[src/rtl/prog_loader.sv]
// prog_loader: holds the CPU in reset, streams a block of words into instruction memory, settles, then releases the CPU.
module prog_loader #(
  parameter int DATA_W = 32,
  parameter int ADDR_W = 5,
  parameter int SETTLE_CYC = 2
) (
  input  logic              clk,
  input  logic              nRST,
  input  logic              start,
  input  logic              abort,
  input  logic [ADDR_W-1:0] base_addr,
  input  logic [ADDR_W:0]   word_cnt,
  input  logic              in_valid,
  input  logic [DATA_W-1:0] in_data,
  output logic              in_ready,
  output logic              InsWrEN,
  output logic [ADDR_W-1:0] InsWrAddr,
  output logic [DATA_W-1:0] InsDataIn,
  output logic              cpu_nclear,
  output logic              cpu_nRST,
  output logic              busy,
  output logic              done,
  output logic              err
);
  localparam int DEPTH = 2 ** ADDR_W;
  typedef enum logic [1:0] {IDLE, LOAD, SETTLE, RUN} state_t;
  state_t state;
  logic [ADDR_W-1:0] ptr;
  logic [ADDR_W:0] remaining;
  logic [7:0] settleCnt;
  assign in_ready = state == LOAD;
  always_ff @(posedge clk or negedge nRST)
    if (!nRST) begin
      state <= IDLE;
      ptr <= '0;
      remaining <= '0;
      settleCnt <= '0;
      InsWrEN <= 1'b0;
      InsWrAddr <= '0;
      InsDataIn <= '0;
      cpu_nclear <= 1'b0;
      cpu_nRST <= 1'b0;
      busy <= 1'b0;
      done <= 1'b0;
      err <= 1'b0;
    end else begin
      InsWrEN <= 1'b0;
      err <= 1'b0;
      if (abort) begin
        state <= IDLE;
        cpu_nclear <= 1'b0;
        cpu_nRST <= 1'b0;
        busy <= 1'b0;
        done <= 1'b0;
      end else
        case (state)
          IDLE:
            if (start) begin
              if (word_cnt > (ADDR_W+1)'(DEPTH))
                err <= 1'b1;
              else if (word_cnt == '0) begin
                state <= SETTLE;
                settleCnt <= 8'(SETTLE_CYC - 1);
                busy <= 1'b1;
              end else begin
                state <= LOAD;
                ptr <= base_addr;
                remaining <= word_cnt;
                busy <= 1'b1;
              end
            end
          LOAD:
            if (in_valid) begin
              InsWrEN <= 1'b1;
              InsWrAddr <= ptr;
              InsDataIn <= in_data;
              ptr <= ptr + 1'b1;
              remaining <= remaining - 1'b1;
              if (remaining == (ADDR_W+1)'(1)) begin
                state <= SETTLE;
                settleCnt <= 8'(SETTLE_CYC - 1);
              end
            end
          SETTLE:
            if (settleCnt == '0) begin
              state <= RUN;
              busy <= 1'b0;
              done <= 1'b1;
              cpu_nclear <= 1'b1;
              cpu_nRST <= 1'b1;
            end else
              settleCnt <= settleCnt - 1'b1;
          default: ;
        endcase
    end
endmodule

[config.mk]
export PLATFORM = sky130hd
export DESIGN_NAME = prog_loader
export DESIGN_NICKNAME = d
export VERILOG_FILES = /design/src/rtl/prog_loader.sv
export SDC_FILE = /design/constraint.sdc
export NUM_CORES = 1
export LEC_CHECK = 0
export BUFFER_PORTS_ARGS = -buffer_cell sky130_fd_sc_hd__buf_4
export CELL_PAD_IN_SITES_DETAIL_PLACEMENT = 1
export CELL_PAD_IN_SITES_GLOBAL_PLACEMENT = 2
export CORE_ASPECT_RATIO = 1.25
export CORE_UTILIZATION = 27
export CTS_BUF_LIST = sky130_fd_sc_hd__clkbuf_16
export CTS_CLUSTER_SIZE = 14
export DETAILED_ROUTE_END_ITERATION = 12
export PLACE_DENSITY = 0.82
export SLEW_MARGIN = 15
export SYNTH_ARGS = -nofsm -noshare
export SYNTH_HDL_FRONTEND = slang
export SYNTH_SLANG_ARGS = --single-unit
[constraint.sdc]
create_clock -name clk -period 2.2 [get_ports clk]
set_clock_uncertainty 0.05 [all_clocks]
set_input_delay 0.11 -clock clk [delete_from_list [all_inputs] [get_ports clk]]
set_output_delay 0.11 -clock clk [all_outputs]
set_load 0.01 [all_outputs]
==> results of run 1 <==
[cell type report]
type | count | share of cell area [%]
Timing Repair Buffer | 139 | 25.3
Clock buffer | 9 | 4.98
Multi-Input combinational cell | 238 | 29.4
Sequential cell | 62 | 34.3
Clock inverter | 7 | 1.22
Inverter | 14 | 1.16
Tap cell | 132 | 3.65
[worst paths after layout]
kind / endpoint / slack, ps
setup / recovery: ptr[3]$_DFFE_PN0P_ / 150
hold / removal: ptr[2]$_DFFE_PN0P_ / 10
setup reg to reg: ptr[3]$_DFFE_PN0P_ / 150
hold reg to reg: InsDataIn[30]$_DFFE_PN0P_ / 420
max in group asynchronous: InsDataIn[15]$_DFFE_PN0P_ / 1160
min in group asynchronous: remaining[2]$_DFFE_PN0P_ / 380
[registers in the layout, summed over array words and instances (netlist names)]
name and cells:
InsWrAddr 5, remaining 6, InsDataIn 32, busy 1, InsWrEN 1, done 1, err 1, state 2
ptr 5, settleCnt 8
[routing by layer]
| layer | track usage [%] | vias to the layer above |
|---|---|---|
| met3 | 2.34 | 11 |
| li1 | - | 1381 |
| met2 | 29.0 | 73 |
| met5 | 0 | - |
| met4 | 7.26 | 0 |
| met1 | 19.5 | 1371 |
[metrics by stage]
stage / setup WS (ps) / instances
after floorplan: 15.2 / 332
after global placement: 117 / 549
after detailed placement: 69.3 / 549
after CTS: 48.0 / 601
after global routing: 2.21 / 601
final: 153 / 601
[repair_timing]
action,CTS,global route
setup endpoints to repair,0,9
gates resized for setup,0,3
hold endpoints to repair,97,0
hold buffers,36,0
[power breakdown]
part           total, mW  internal [mW]  switching (mW)
sequential          2.08           1.69           0.397
clock               1.36          0.856           0.502
combinational       2.62           1.27            1.36
[cell usage after synthesis (3+ instances only)]
| master | n |
|---|---|
| dfrtp_1 | 62 |
| mux2i_1 | 4 |
| a311oi_1 | 4 |
| nand4_1 | 3 |
| nand3b_1 | 6 |
| ha_1 | 9 |
| o21ai_0 | 13 |
| nand3_1 | 4 |
| nor2b_1 | 3 |
| nand2b_1 | 9 |
| clkbuf_1 | 13 |
| inv_1 | 13 |
| nand2_1 | 117 |
| nor2_1 | 8 |
| a21oi_1 | 11 |
| or3_1 | 3 |
| mux2_2 | 4 |
| nor3_1 | 8 |
| o31ai_1 | 9 |
[cell usage in the layout, fill, tap and decap left out, drive strengths merged, types with 9 or more instances in the layout]
master and instances:
ha 9, o21ai 13, nand2b 9, a21oi 11
dfrtp 62, inv 13, buf 103, nand2 117
o31ai 9, clkbuf 9, dlygate4sd3 36
[logic make-up after synthesis]
family	after synthesis
AND/OR/NAND/NOR	169
flip-flops	62
AO/OA/AOI/OAI	51
buffers and inverters	32
multiplexers	9
adder cells (fa/ha/maj)	9
[critical path, stage by stage, from the launching register on]
cell	delay, ps
dfrtp_1	380
inv_1	90
ha_1	190
buf_4	150
nand2b_1	180
a221o_1	410
buf_4	200
nor3_1	150
a311oi_1	80
==> impl_metrics.prom, run 1 <==
# TYPE chip_impl_metric gauge
chip_impl_info{name="tritoncts",value="done"} 1
chip_impl_metric{name="buffer_ports.inserted",unit=""} 91
chip_impl_metric{name="power_per_standard_cell_area",unit="mW/mm^2"} 1340
chip_impl_metric{name="fmaxAchievable",unit="MHz"} 489
chip_impl_metric{name="yosys.area_share.adder",unit="%"} 3.75
chip_impl_metric{name="synth-xor-area-share",unit="%"} 0
chip_impl_metric{name="final_hold_viol_count",unit=""} 0
chip_impl_metric{name="seq_area",unit="mm^2"} 0.00155
chip_impl_metric{name="wl_met2",unit="um"} 4550
chip_impl_metric{name="max_cap_viols",unit=""} 0
chip_impl_metric{name="clock_latency_late_sink",unit="ps"} 330
chip_impl_metric{name="tightest_slew",unit="ps"} 829
chip_impl_metric{name="cts_max_path_buffers",unit=""} 2
chip_impl_info{name="maxUsedRoutingLayer",value="met4"} 1
chip_impl_metric{name="total_leakage_power",unit="nW"} 2.23
chip_impl_info{name="yosys-top-cells-area",value="dfrtp_1, nand2_1, ha_1"} 1
chip_impl_metric{name="antenna_found_initial",unit=""} 0
chip_impl_metric{name="synth-seq-area-share",unit="%"} 51.7
chip_impl_metric{name="synthesized_netlist_net_count",unit=""} 389
chip_impl_metric{name="hold_path_depth",unit=""} 3
chip_impl_metric{name="async_flop_share",unit="%"} 100
chip_impl_metric{name="die-area",unit="mm^2"} 0.0115
chip_impl_info{name="outcome",value="completed"} 1
chip_impl_metric{name="syn-instance-count",unit=""} 332
chip_impl_info{name="main_combinational_cell_family_by_area_after_synthesis",value="simple AND/OR/NAND/NOR gates"} 1
chip_impl_info{name="critPathKind",value="reg2reg"} 1
chip_impl_metric{name="critPathArrivalTime",unit="ps"} 2180
chip_impl_metric{name="synth_compound_area_share",unit="%"} 12.0
chip_impl_metric{name="cts.htree.levels",unit=""} 3
chip_impl_metric{name="report.final.slew_viol_count",unit=""} 0
chip_impl_metric{name="fp.dieH",unit="um"} 120
chip_impl_metric{name="layout-drive-gt1-share",unit="%"} 26.4
chip_impl_metric{name="synth_top_area_share",unit="%"} 51.7
chip_impl_metric{name="drtAntennaViolNets",unit=""} 0
chip_impl_metric{name="fin_area",unit="mm^2"} 0.00452
chip_impl_metric{name="ys_types",unit=""} 42
chip_impl_metric{name="layout.filler_cells",unit=""} 1253
chip_impl_metric{name="synth_seq_cells",unit=""} 62
chip_impl_metric{name="worstPathRequired",unit="ps"} 2330
chip_impl_metric{name="drt-pass1-iter-count",unit=""} 4
chip_impl_metric{name="route.vias.total",unit=""} 2836
chip_impl_metric{name="tritoncts.num_buffers",unit=""} 9
chip_impl_metric{name="reg2regPathDepth",unit=""} 8
chip_impl_metric{name="globalRoute.totalOverflow",unit=""} 0
chip_impl_metric{name="placed_area",unit="mm^2"} 0.00387
chip_impl_metric{name="grt_max_degree",unit=""} 63
chip_impl_metric{name="multi_input_comb_area",unit="mm^2"} 0.00133
chip_impl_metric{name="drc",unit=""} 0
chip_impl_metric{name="fin_setup_tns",unit="ps"} 0
chip_impl_metric{name="max-slew-margin-rel",unit="%"} 44.7
chip_impl_metric{name="avgRoutedWirePerCell",unit="um"} 14.8
chip_impl_metric{name="start_util",unit="%"} 28.0
chip_impl_metric{name="drt_iter0_drc",unit=""} 40
chip_impl_metric{name="grt_util_all_layers",unit="%"} 16.5
chip_impl_metric{name="clkSlewWorstSetupHoldPaths",unit="ps"} 60
chip_impl_metric{name="worst_ir_drop_vdd",unit="uV"} 661
chip_impl_metric{name="grt_pass1_vias",unit=""} 3057
chip_impl_metric{name="layout.core_utilization",unit="%"} 42.2
chip_impl_metric{name="vias_per_cell",unit=""} 4.72
chip_impl_metric{name="period_needed",unit="ps"} 2050
chip_impl_info{name="clk_root_buffer_cell",value="clkbuf_16"} 1
chip_impl_metric{name="synth.avg_cell_area",unit="um^2"} 9.04
chip_impl_metric{name="placementRows",unit=""} 42
chip_impl_metric{name="path_max_fanout",unit=""} 10
chip_impl_metric{name="fp.coreArea",unit="mm^2"} 0.0107
chip_impl_metric{name="diodes",unit=""} 0
chip_impl_metric{name="mappedNetlistArea",unit="mm^2"} 0.00300
chip_impl_metric{name="fraction_of_synthesized_area_in_multiplexers",unit="%"} 3.33
chip_impl_metric{name="cts.sink_count",unit=""} 62
chip_impl_metric{name="area_overhead_vs_synth",unit="%"} 50.7
chip_impl_metric{name="fp.dieW",unit="um"} 96.3
chip_impl_info{name="startpoint_type",value="register"} 1
chip_impl_metric{name="met1_length",unit="um"} 3790
chip_impl_info{name="yosys.area.top_type",value="dfrtp_1"} 1
chip_impl_metric{name="first_pass_grt_wire_length",unit="um"} 14600
chip_impl_metric{name="setup_viol_count_final",unit=""} 0
chip_impl_metric{name="synth_enable_flop_cells",unit=""} 0
chip_impl_metric{name="pin_count",unit=""} 92
chip_impl_metric{name="total_detailed_routing_wirelength",unit="um"} 8920
chip_impl_info{name="setup_repair_after_global_routing_missed_its_margin",value="no"} 1
chip_impl_metric{name="simple_gate_share_of_the_synthesized_area",unit="%"} 24.9
chip_impl_metric{name="cts_setup_buffers",unit=""} 0
chip_impl_metric{name="p_total",unit="mW"} 6.07
chip_impl_info{name="critical_path.startpoint",value="state[1]$_DFFE_PN0P_"} 1
chip_impl_metric{name="fin_crit_sh",unit="%"} 93.0
chip_impl_info{name="hold_path_class",value="in2reg"} 1
chip_impl_metric{name="gp_congestion",unit=""} 0.814
chip_impl_info{name="timing.critical_path.to_type",value="register"} 1
chip_impl_info{name="timing.hold.worst.start",value="base_addr[2]"} 1
chip_impl_metric{name="layout_nets",unit=""} 521
chip_impl_info{name="critical_path.reg2reg.startpoint",value="state[1]$_DFFE_PN0P_"} 1
chip_impl_info{name="dominantRegCellSynth",value="dfrtp_1"} 1
chip_impl_metric{name="ys.warnings.count",unit=""} 0
chip_impl_metric{name="hpwlAfterDp",unit="um"} 5970
chip_impl_metric{name="holdWs",unit="ps"} 11.5
chip_impl_metric{name="met3RoutedLength",unit="um"} 427
Note: power is estimated with default switching activity, not from simulation.
==> run 2, diff against run 1 <==
--- a/config.mk
+++ b/config.mk
@@ -6,10 +6,10 @@
 export NUM_CORES = 1
 export LEC_CHECK = 0
 export BUFFER_PORTS_ARGS = -buffer_cell sky130_fd_sc_hd__buf_4
-export CELL_PAD_IN_SITES_DETAIL_PLACEMENT = 1
-export CELL_PAD_IN_SITES_GLOBAL_PLACEMENT = 2
+export CELL_PAD_IN_SITES_DETAIL_PLACEMENT = 0
+export CELL_PAD_IN_SITES_GLOBAL_PLACEMENT = 1
 export CORE_ASPECT_RATIO = 1.25
-export CORE_UTILIZATION = 27
+export CORE_UTILIZATION = 34
 export CTS_BUF_LIST = sky130_fd_sc_hd__clkbuf_16
 export CTS_CLUSTER_SIZE = 14
 export DETAILED_ROUTE_END_ITERATION = 12
==> run 2 against run 1 <==
Net effect:
- first-iteration DRC count increased to 4.1 times the previous value
- via count decreased by 1.1%
- worst setup slack improved by 15 ps
- total power decreased by 1.1%
- maximum frequency increased by 0.74%
- clock power about the same
- global-route usage increased by 0.45 points
- critical endpoint is now settleCnt[7]$_DFFE_PN0P_
- largest power group unchanged
==> impl_metrics.prom, run 2 (synthesis gave the netlist of run 1 again) <==
# TYPE chip_impl_metric gauge
chip_impl_metric{name="layout.core_utilization",unit="%"} 54.0
chip_impl_metric{name="fin_setup_tns",unit="ps"} 0
chip_impl_info{name="tritoncts",value="done"} 1
chip_impl_metric{name="route.vias.total",unit=""} 2804
chip_impl_metric{name="layout_nets",unit=""} 523
chip_impl_info{name="outcome",value="completed"} 1
chip_impl_info{name="critical_path.reg2reg.startpoint",value="state[1]$_DFFE_PN0P_"} 1
chip_impl_metric{name="cts.sink_count",unit=""} 62
chip_impl_info{name="regToRegEndpoint",value="settleCnt[7]$_DFFE_PN0P_"} 1
chip_impl_metric{name="drt_iter0_drc",unit=""} 163
chip_impl_metric{name="hpwlAfterDp",unit="um"} 5020
chip_impl_metric{name="final_cell_count_no_fill",unit=""} 588
chip_impl_info{name="setup_repair_after_global_routing_missed_its_margin",value="no"} 1
chip_impl_metric{name="critPathArrivalTime",unit="ps"} 2230
chip_impl_metric{name="start_util",unit="%"} 35.8
chip_impl_metric{name="fp.dieH",unit="um"} 107
chip_impl_metric{name="path_max_fanout",unit=""} 6
chip_impl_metric{name="total_leakage_power",unit="nW"} 2.24
chip_impl_metric{name="largest_register_ffs",unit=""} 32
chip_impl_metric{name="placementRows",unit=""} 37
chip_impl_metric{name="layout-drive-gt1-share",unit="%"} 27.2
chip_impl_metric{name="cts_max_path_buffers",unit=""} 2
chip_impl_metric{name="drc",unit=""} 0
chip_impl_metric{name="clkSlewWorstSetupHoldPaths",unit="ps"} 50
chip_impl_metric{name="diodes",unit=""} 0
chip_impl_metric{name="clock_latency_late_sink",unit="ps"} 320
chip_impl_info{name="biggest_register",value="InsDataIn"} 1
chip_impl_metric{name="power_per_standard_cell_area",unit="mW/mm^2"} 1330
chip_impl_metric{name="fin_crit_sh",unit="%"} 92.3
chip_impl_info{name="worst_setup_path_end",value="settleCnt[7]$_DFFE_PN0P_"} 1
chip_impl_metric{name="layout.filler_cells",unit=""} 756
chip_impl_metric{name="fmaxAchievable",unit="MHz"} 492
chip_impl_metric{name="globalRoute.totalOverflow",unit=""} 0
chip_impl_metric{name="multi_input_comb_area",unit="mm^2"} 0.00133
chip_impl_metric{name="tritoncts.num_buffers",unit=""} 9
chip_impl_metric{name="first_pass_grt_wire_length",unit="um"} 12300
chip_impl_info{name="final_common_cell",value="nand2_1"} 1
chip_impl_info{name="critical_path.startpoint",value="state[1]$_DFFE_PN0P_"} 1
chip_impl_metric{name="setup_viol_count_final",unit=""} 0
chip_impl_info{name="top_regs",value="InsDataIn (32), settleCnt (8), remaining (6)"} 1
chip_impl_metric{name="buffer_ports.inserted",unit=""} 91
chip_impl_metric{name="grt_max_degree",unit=""} 63
chip_impl_metric{name="worst_ir_drop_vdd",unit="uV"} 555
chip_impl_metric{name="pin_count",unit=""} 92
chip_impl_metric{name="period_needed",unit="ps"} 2030
chip_impl_metric{name="grt_pass1_vias",unit=""} 2659
chip_impl_metric{name="max_cap_viols",unit=""} 0
chip_impl_info{name="clk_root_buffer_cell",value="clkbuf_16"} 1
chip_impl_metric{name="die-area",unit="mm^2"} 0.00921
chip_impl_metric{name="vias_per_cell",unit=""} 4.77
chip_impl_metric{name="avgRoutedWirePerCell",unit="um"} 12.7
chip_impl_metric{name="fp.dieW",unit="um"} 86.0
chip_impl_metric{name="antenna_found_initial",unit=""} 0
chip_impl_metric{name="grt_util_all_layers",unit="%"} 16.9
chip_impl_info{name="critPathKind",value="reg2reg"} 1
chip_impl_metric{name="cts.htree.levels",unit=""} 3
chip_impl_metric{name="seq_area",unit="mm^2"} 0.00155
chip_impl_metric{name="setup.reg_to_reg.worst_slack",unit="ps"} 170
chip_impl_metric{name="placedCellCount",unit=""} 535
chip_impl_metric{name="fp.coreArea",unit="mm^2"} 0.00838
chip_impl_info{name="hold_path_class",value="in2reg"} 1
chip_impl_info{name="startpoint_type",value="register"} 1
chip_impl_info{name="mostFrequentLayoutCells",value="nand2_1, buf_4, dfrtp_1"} 1
chip_impl_metric{name="final_hold_viol_count",unit=""} 0
chip_impl_metric{name="area_overhead_vs_synth",unit="%"} 50.8
chip_impl_metric{name="report.final.slew_viol_count",unit=""} 0
chip_impl_metric{name="total_detailed_routing_wirelength",unit="um"} 7470
chip_impl_metric{name="max-slew-margin-rel",unit="%"} 47.4
chip_impl_metric{name="reg2regPathDepth",unit=""} 7
chip_impl_metric{name="gp_congestion",unit=""} 0.853
chip_impl_metric{name="worstPathRequired",unit="ps"} 2400
chip_impl_info{name="timing.critical_path.to_type",value="register"} 1
chip_impl_metric{name="drt-pass1-iter-count",unit=""} 4
chip_impl_metric{name="cts_setup_buffers",unit=""} 0
chip_impl_metric{name="drtAntennaViolNets",unit=""} 0
chip_impl_metric{name="tightest_slew",unit="ps"} 789
==> run 2: cell types whose count changed in the layout (fill, tap and decap cells not counted) <==
cell           previous run  this run
buf_12                    1         0
buf_4                   102       103
buf_6                     0         1
clkinv_1                  5         1
clkinvlp_4                0         3
dlygate4sd3_1            36        37
inv_1                    13        14
==> run 2: cell type report <==
class / instances / area share [%]
clock buffers: 9 / 4.98
inverters: 14 / 1.16
well taps: 117 / 3.23
multi-input cells: 238 / 29.4
repair buffers: 141 / 25.5
clock inverters: 7 / 1.47
flip-flops and latches: 62 / 34.3
==> run 2: critical path, stage by stage (launching register included) <==
cell	delay (ps)
dfrtp_1	370
inv_1	90
ha_1	260
nor2b_1	160
a2111oi_1	320
nand4_1	150
or4_1	480
nand3_1	90
==> run 2: how the worst min path moves through the flow <==
stage / endpoint / depth (start not counted) / slack, ps / from
global route: err$_DFF_PN0_ / 3 / 60 / word_cnt[5]
global placement: InsDataIn[6]$_DFFE_PN0P_ / 1 / 200 / nRST
CTS: err$_DFF_PN0_ / 3 / 20 / word_cnt[5]
finish: err$_DFF_PN0_ / 3 / 30 / word_cnt[5]
floorplan: InsDataIn[0]$_DFFE_PN0P_ / 0 / -240 / nRST
detailed placement: InsDataIn[6]$_DFFE_PN0P_ / 1 / 200 / nRST
==> run 2: per-layer routing <==
metal | GRT usage [%] | vias up | part of all wire (%)
met4 | 7.14 | 0 | 1.9
met1 | 22.0 | 1314 | 45
met2 | 27.3 | 90 | 47
met5 | 0 | - | 0
li1 | - | 1388 | -
met3 | 3.39 | 12 | 5.7
==> run 2: what timing repair did <==
item / CTS / global route
gates resized for setup: 0 / 4
hold buffers: 37 / 0
endpoints found under the setup margin: 0 / 28
endpoints found under the hold margin: 98 / 0
==> run 2: per-stage QoR <==
stage / area, um^2 / total power [mW] / hold slack [ps] / worst slack (ps)
5_1_grt: 4530 / 6.47 / 55.2 / 7.13
6_report: 4530 / 6.00 / 34.9 / 168
3_3_place_gp: 3850 / 4.52 / 199 / 175
4_1_cts: 4510 / 6.03 / 24.9 / 72.8
3_5_place_dp: 3850 / 4.59 / 197 / 88.1
2_1_floorplan: 3000 / 3.47 / -236 / 15.2
==> run 2: power breakdown <==
group	switching, mW	internal (mW)	total, mW
clock	0.493	0.867	1.36
sequential	0.380	1.69	2.07
combinational	1.31	1.27	2.58
total	2.18	3.82	6.00
